--- src/rtl/uart_tx_arbiter.sv ---
// rtl/uart_tx_arbiter.sv - round-robin arbiter sharing one UART transmitter between byte sources
//
// Purpose:
//   Several byte sources (button char sender, FND echo, ...) share a single
//   uart_fsm transmitter. The arbiter picks a requester round-robin, latches its
//   byte, fires a one-cycle start pulse, waits for tx_done to rise and fall, then
//   acks the requester. A requester asserting req_hold keeps the transmitter for
//   back-to-back bytes, up to MAX_BURST bytes, before it must rotate.
//   A tx_done that never rises within TIMEOUT_CYC cycles drops the byte and
//   pulses err.
//
// Ports:
//   clk       in   system clock
//   rst       in   synchronous active-low reset
//   req       in   [NUM_REQ]   per-requester byte request, held until ack
//   req_hold  in   [NUM_REQ]   keep the grant after this byte (burst)
//   req_data  in   [8*NUM_REQ] byte of requester i at [8*i+7:8*i]
//   grant     out  [NUM_REQ]   one-hot owner of the transmitter, 0 when idle
//   ack       out  [NUM_REQ]   one-cycle pulse when the owner's byte is sent
//   err       out  1           one-cycle pulse on tx_done timeout
//   tx_start  out  1           one-cycle start pulse to uart_fsm
//   tx_data   out  [8]         byte to uart_fsm, valid from tx_start until next latch
//   tx_done   in   1           uart_fsm completion level

module uart_tx_arbiter #(
    parameter int NUM_REQ     = 4,
    parameter int MAX_BURST   = 16,
    parameter int TIMEOUT_CYC = 2000000
) (
    input  logic                   clk,
    input  logic                   rst,
    input  logic [NUM_REQ-1:0]     req,
    input  logic [NUM_REQ-1:0]     req_hold,
    input  logic [8*NUM_REQ-1:0]   req_data,
    output logic [NUM_REQ-1:0]     grant,
    output logic [NUM_REQ-1:0]     ack,
    output logic                   err,
    output logic                   tx_start,
    output logic [7:0]             tx_data,
    input  logic                   tx_done
);

    localparam int IDX_W = (NUM_REQ > 1) ? $clog2(NUM_REQ) : 1;
    localparam int TMR_W = $clog2(TIMEOUT_CYC + 1);

    localparam logic [NUM_REQ-1:0] ONE_HOT0 = {{(NUM_REQ-1){1'b0}}, 1'b1};
    localparam logic [TMR_W-1:0]   TMR_LAST = TMR_W'(TIMEOUT_CYC - 1);
    localparam logic [7:0]         BURST_MAX = 8'(MAX_BURST);

    typedef enum logic [1:0] {
        S_IDLE    = 2'd0,
        S_WAIT_HI = 2'd1,
        S_WAIT_LO = 2'd2
    } state_t;

    state_t               state_q;
    logic [IDX_W-1:0]     rr_ptr_q;
    logic [IDX_W-1:0]     winner_q;
    logic [7:0]           burst_cnt_q;
    logic [TMR_W-1:0]     timer_q;
    logic [NUM_REQ-1:0]   grant_q;
    logic [NUM_REQ-1:0]   ack_q;
    logic                 err_q;
    logic                 tx_start_q;
    logic [7:0]           tx_data_q;

    // Combinational round-robin pick for the next IDLE grant.
    logic                 win_valid_d;
    logic [IDX_W-1:0]     win_idx_d;
    logic [IDX_W-1:0]     cand_d;
    logic [7:0]           win_data_d;

    // Byte currently presented by the owner, used when a burst continues.
    logic [7:0]           own_data_d;
    logic                 burst_more_d;

    // Scan from the farthest candidate back to rr_ptr+1 so the nearest set
    // request after the pointer is the one left standing.
    always_comb begin
        win_valid_d = 1'b0;
        win_idx_d   = '0;
        cand_d      = '0;
        for (int k = NUM_REQ; k >= 1; k--) begin
            cand_d = IDX_W'((int'(rr_ptr_q) + k) % NUM_REQ);
            if (req[cand_d]) begin
                win_valid_d = 1'b1;
                win_idx_d   = cand_d;
            end
        end
    end

    assign win_data_d   = req_data[8*win_idx_d +: 8];
    assign own_data_d   = req_data[8*winner_q +: 8];
    assign burst_more_d = req[winner_q] && req_hold[winner_q] && (burst_cnt_q < BURST_MAX);

    always_ff @(posedge clk) begin
        if (!rst) begin
            state_q     <= S_IDLE;
            rr_ptr_q    <= IDX_W'(NUM_REQ - 1);
            winner_q    <= '0;
            burst_cnt_q <= '0;
            timer_q     <= '0;
            grant_q     <= '0;
            ack_q       <= '0;
            err_q       <= 1'b0;
            tx_start_q  <= 1'b0;
            tx_data_q   <= 8'h00;
        end else begin
            // Pulses default low; each state raises them for exactly one cycle.
            ack_q      <= '0;
            err_q      <= 1'b0;
            tx_start_q <= 1'b0;

            case (state_q)
                S_IDLE: begin
                    // tx_done is deliberately not looked at here.
                    if (win_valid_d) begin
                        winner_q    <= win_idx_d;
                        grant_q     <= ONE_HOT0 << win_idx_d;
                        tx_data_q   <= win_data_d;
                        tx_start_q  <= 1'b1;
                        burst_cnt_q <= 8'd1;
                        timer_q     <= '0;
                        state_q     <= S_WAIT_HI;
                    end
                end

                S_WAIT_HI: begin
                    if (tx_done) begin
                        state_q <= S_WAIT_LO;
                    end else if (timer_q == TMR_LAST) begin
                        // Transmitter never answered: drop the byte, no ack.
                        err_q       <= 1'b1;
                        grant_q     <= '0;
                        rr_ptr_q    <= winner_q;
                        burst_cnt_q <= '0;
                        state_q     <= S_IDLE;
                    end else begin
                        timer_q <= timer_q + 1'b1;
                    end
                end

                S_WAIT_LO: begin
                    if (!tx_done) begin
                        ack_q <= grant_q;
                        if (burst_more_d) begin
                            // Back-to-back byte for the same owner, no IDLE gap.
                            tx_data_q   <= own_data_d;
                            tx_start_q  <= 1'b1;
                            burst_cnt_q <= burst_cnt_q + 8'd1;
                            timer_q     <= '0;
                            state_q     <= S_WAIT_HI;
                        end else begin
                            grant_q     <= '0;
                            rr_ptr_q    <= winner_q;
                            burst_cnt_q <= '0;
                            state_q     <= S_IDLE;
                        end
                    end
                end

                default: begin
                    grant_q <= '0;
                    state_q <= S_IDLE;
                end
            endcase
        end
    end

    assign grant    = grant_q;
    assign ack      = ack_q;
    assign err      = err_q;
    assign tx_start = tx_start_q;
    assign tx_data  = tx_data_q;

endmodule
--- config.mk ---
export PLATFORM = sky130hd
export DESIGN_NAME = uart_tx_arbiter
export DESIGN_NICKNAME = d
export VERILOG_FILES = /design/src/rtl/uart_tx_arbiter.sv
export SDC_FILE = /design/constraint.sdc
export NUM_CORES = 1
export LEC_CHECK = 0
export ABC_AREA = 0
export CORE_UTILIZATION = 45
export DETAILED_ROUTE_END_ITERATION = 8
export GPL_ROUTABILITY_DRIVEN = 0
export HOLD_SLACK_MARGIN = 0.02
export PLACE_DENSITY = 0.79
export SYNTH_ARGS = -nofsm -noshare
export SYNTH_HDL_FRONTEND = slang
export SYNTH_SLANG_ARGS = --single-unit
export TNS_END_PERCENT = 30
--- constraint.sdc ---
create_clock -name clk -period 4.8 [get_ports clk]
set_clock_uncertainty 0.1 [all_clocks]
set_input_delay 0.48 -clock clk [delete_from_list [all_inputs] [get_ports clk]]
set_output_delay 0.48 -clock clk [all_outputs]
set_load 0.02 [all_outputs]
==> flow_summary.ini <==
[routing]
routed_via_density = 5.60
drt_iter0_markers = 149
wirelength_um = 6200
dr.pass1.iters = 4
antenna_left = 0
remaining_drc_errors = 0
wl_per_cell_um = 13.6
vias = 2558

[min_path]
whs_path_depth = 2
min-delay-start = burst_cnt_q[6]
worstHoldEndpoint = burst_cnt_q[6]
min_path_type = register to register

[clocking]
hold_buffers = 0
cts_setup_buffers = 0
clock_latency_ps = 310
ctsHtreeMaxLevel = 2
cts-root-buf = clkbuf_8
cts.repair.resized = 0
path_clk_slew_ps = 100
cts_sinks = 53
numCtsBuffers = 5
clockBufferDepth = 2
cts_tree = yes

[layout]
design_area_um2 = 3630
drive_above_1_share_pct = 8.90
antenna_cells = 0
final_nets = 430
area_growth_pct = 25.5
final_cell_mix = 60 x clkdlybuf4s50_1, 53 x dfxtp_1, 50 x nor2_1, 24 x nand2_1, 23 x mux2i_1
final_common_cell = clkdlybuf4s50_1

[grt]
grt_pass1_vias = 2295
grt_use_total_pct = 20.3
antenna_found_initial = 0
grt_start_max_net_pins = 22
globalRouteOverflowTotal = 0
grt_pass1_wl_um = 10600

[critical_path]
r2r_cells = 6
worstPathMaxFanout = 21
crit_slowest_cell = nor4_1
cp-end-kind = register
crit_path_max_incr_delay_ps = 730
required_ps = 4870
r2r-end = timer_q[3]
reg2reg_from = burst_cnt_q[4]
cp_num_buf_inv = 0
crit_family = simple AND/OR/NAND/NOR gates
ff2ff_setup_slack_ps = 1850
worstSetupPathType = register to register
cp-start-kind = register
arrival_ps = 3020
crit_chain = nor4_1 > o211ai_1 > o22ai_2 > nand2_1 > nand2_1 > nor2_1
worst_path_most_repeated_cell = nand2_1

[sta]
rsz0062_at_grt = no
period_needed_ps = 2950
hold_viol = 0
drv_slew = 0
worst_pin_slew_ps = 822
setup_tns_ps = 0
slew_headroom_pct = 44.7
setup_viol = 0
min_period_over_period_pct = 61.4
clock.fmax_mhz = 339

[pwr]
power.leakage_nw = 1.34
ir_worst_vdd_v = 0.000199
power.density_nw_per_um2 = 310

[logic_synthesis]
synth-seq-cells = 53
synthArstFlopShare_pct = 0
synth_warnings = 0
syn_area_um2 = 2890
yosysSeqAreaShare_pct = 36.7
syn_nets = 374
ys_types = 58
syn_inst = 325
synth_edf_count = 0
syn_avg_cell_area_um2 = 8.89
ys.flop_type = dfxtp_1

[die]
fp-row-count = 28
core_area_um2 = 6060
die_height_um = 82.1
ioPinCount = 61
dieArea_um2 = 6750
start_util_pct = 47.7
die_width_um = 82.1

[job]
maxCapViolations = 0

[placed_design]
port_buffers = 60
dp_hpwl_um = 4650
post_dp_cell_area_um2 = 3530

[run_status]
outcome = finished clean
registers in the layout, summed over array words and instances, names as in the netlist:
name / cells
timer_q: 21
state_q: 2
err: 1
rr_ptr_q: 2
tx_start: 1
winner_q: 2
tx_data: 8
grant: 4
burst_cnt_q: 8
ack: 4
cells in the mapped netlist (all sizes together), types with 2 or more instances:
master	n	area share, %
nand4b	4	1.2
or4b	2	0.82
nand2	24	3.1
o22ai	9	2.4
or3	3	0.65
xor2	18	5.5
and3	8	1.8
nand3	17	2.9
dfxtp	53	37
a31oi	3	0.65
and2	8	1.8
buf	5	1.4
o21ai	2	0.35
clkbuf	8	1.0
nand2b	7	1.5
mux2i	23	8.0
ha	6	2.6
o211ai	2	0.52
a211oi	2	0.69
inv	7	0.91
nor2	51	6.7
a21oi	11	1.9
nor4	5	2.1
a31o	8	2.4
nand4	12	2.6
and2b	2	0.61
nor3	4	0.69
worst max path at each step:
stage                         startpoint          end  slack, ps  cells past startpoint
final                     burst_cnt_q[4]   timer_q[3]       1850                      6
after global routing      burst_cnt_q[4]   timer_q[7]       1630                      6
after CTS                         req[1]  timer_q[18]       1890                      7
after detailed placement          req[1]  timer_q[18]       1520                      7
after global placement            req[1]  timer_q[18]       1610                      7
after floorplan               state_q[0]   tx_data[7]       2260                      8
per-stage QoR:
| step | setup WS (ps) | instances | utilization [%] | power, mW | hold slack (ps) |
|---|---|---|---|---|---|
| 2_1_floorplan | 2260 | 325 | - | 0.757 | 322 |
| 3_3_place_gp | 1610 | 449 | 58.2 | 0.863 | 336 |
| 3_5_place_dp | 1520 | 449 | 58.2 | 0.869 | 344 |
| 6_report | 1850 | 457 | 59.8 | 1.12 | 359 |
| 4_1_cts | 1890 | 457 | 59.8 | 1.14 | 359 |
| 5_1_grt | 1630 | 457 | 59.8 | 1.18 | 399 |
worst min-delay path: stages (launching register included):
cell     delay (ps)
dfxtp_1         340
inv_1            50
nor2_1           30
where the power goes:
part           switching, mW  internal [mW]  leakage [nW]
Combinational          0.185          0.174         0.855
Clock                  0.147          0.117        0.0512
Sequential            0.0267          0.473         0.431
Total                  0.359          0.765          1.34
metal layers:
metal  GRT usage, %  vias to the layer above  part of all wire, %
li1               -                     1288                    -
met1           25.2                     1204                   45
met2           34.8                       60                   50
met3           4.84                        6                  4.4
met4           5.44                        0                  1.0
met5              0                        -                    0
kinds of logic (layout without fill, tap and decap cells):
logic type | after synthesis | count (layout) | synth area share (%)
XOR/XNOR | 18 | 18 | 5.45
buffers and inverters | 20 | 77 | 3.33
AND/OR/NAND/NOR | 153 | 153 | 28.4
multiplexers | 24 | 24 | 8.74
adder cells (fa/ha/maj) | 6 | 6 | 2.60
flip-flops | 53 | 53 | 36.7
AO/OA/AOI/OAI | 51 | 51 | 14.8
final cells by class:
type	instances	area, µm²
fillers	538	2430
repair buffers	62	616
flip-flops and latches	53	1060
multi-input cells	252	1730
well taps	75	93.8
clock inverters	2	13.8
clock buffers	6	82.6
inverters	7	26.3
No activity file was read; power rests on OpenSTA's default activity.
==> edit: new RTL, config.mk and constraints unchanged <==
Put one more register stage on the output `err`. The value now appears one clock later. The other outputs are not delayed to match. Comments in the files are not updated.
--- a/src/rtl/uart_tx_arbiter.sv
+++ b/src/rtl/uart_tx_arbiter.sv
@@ -171,3 +171,9 @@
     assign ack      = ack_q;
-    assign err      = err_q;
+    always_ff @(posedge clk) begin
+        if (!rst) begin
+            err <= '0;
+        end else begin
+            err <= err_q;
+        end
+    end
     assign tx_start = tx_start_q;
Check against the original RTL: same outputs for any inputs over 4 cycles, from zero or initial values and one cycle with rst low; that may be too few to reach the edited logic, so the function may still have changed.
==> edit against the unedited design <==
  * Sequential cell count up 1
  * Non-clock buffer count up 2
  * Worst setup slack worse by 130 ps
  * Design area rose by 3.4%
  * Total power is 18% higher
  * Routed wire length is 17% higher
  * First-iteration DRC count shrank 6.7%
  * Area after synthesis grew 4.2%
  * Critical path type unchanged
  * Largest cell class unchanged
  * Largest power group unchanged
==> edit: results (changes against the unedited design) <==
* Synth Area in Adders at 2.49% (was 2.60%)
* Compound-Gate Fraction of Synth Area at 21.3% (was 14.8%)
* Worst r2r path cells at 7 (was 6)
* Final net count at 451 (was 430)
* Synth Area in XOR/XNOR at 0% (was 5.45%)
* First-pass GRT wire length at 12300 um (was 10600 um)
* Status: finished, final reports clean (unchanged)
* Final worst path period need at 3080 ps (was 2950 ps)
* Placement Cell Area at 3660 um^2 (was 3530 um^2)
* Pre-CTS WS at 1500 ps (was 1520 ps)
* Vias in the first global route at 2665 (was 2295)
* M1 GR Usage at 26.9% (was 25.2%)
* Routed len/inst at 15.1 um (was 13.6 um)
* Tot GR Track Use at 21.2% (was 20.3%)
* R2R Path Start: state_q[0] (was burst_cnt_q[4])
* Cells after synthesis at 349 (was 325)
* Largest net degree at the start of global routing at 38 (was 22)
* Met1 Wirelength at 3250 um (was 2780 um)
* Least-Margin Pin Slew at 958 ps (was 822 ps)
* DR WL met2 at 3730 um (was 3090 um)
* Netlist cell types at 53 (was 58)
* Ratio of cells with drive above 1 in the final layout at 5.46% (was 8.90%)
* CP endpoint: timer_q[12] (was timer_q[3])
* WHS Path Cells at 1 (was 2)
* DP HPWL at 5260 um (was 4650 um)
* Leak at 0.00131 uW (was 0.00134 uW)
* Syn nets at 398 (was 374)
* GR met2 Demand/Resource at 36.1% (was 34.8%)
* WP data arrival at 3230 ps (was 3020 ps)
* Multiplexer share of the synthesized area at 8.81% (was 8.74%)
* DR iter-0 viols at 139 (was 149)
* Area contributors post-synth: dfxtp_1, mux2i_1, a21oi_1 (was dfxtp_1, mux2i_1, nor2_1)
* Synth cell count leaders: dfxtp_1, a21oi_1, nand2_1, nand3_1, mux2i_1 (was dfxtp_1, nor2_1, nand2_1, mux2i_1, xor2_1)
* Inst Count DP at 472 (was 449)
* Worst vdd ir at 172 uV (was 199 uV)
-- edit: layout make-up --
type | count | area [um^2]
Clock buffer | 5 | 68.8
Clock inverter | 3 | 23.8
Fill cell | 550 | 2640
Inverter | 9 | 33.8
Multi-Input combinational cell | 268 | 1810
Sequential cell | 54 | 1080
Tap cell | 77 | 96.3
Timing Repair Buffer | 64 | 631
-- edit: worst max-delay path, stage by stage, from the launching register on --
cell and delay [ps]:
dfxtp_1 390, inv_1 80, ha_1 420, nor3b_1 450, o221ai_1 220, a21o_1 530
or4_1 650, a21oi_1 160
-- edit: worst min path at each step --
stage | startpoint | slack, ps | endpoint
after floorplan | err_q | 310 | err
after global placement | err_q | 320 | err
after detailed placement | err_q | 330 | err
after CTS | err_q | 350 | err
after global routing | err_q | 390 | err
final | err_q | 350 | err
-- edit: power breakdown --
part / internal (uW) / leakage [uW] / switching (uW)
combinational: 220 / 0.000830 / 311
sequential: 497 / 0.000439 / 38.8
clock: 105 / 0.0000408 / 159
total: 822 / 0.00131 / 509
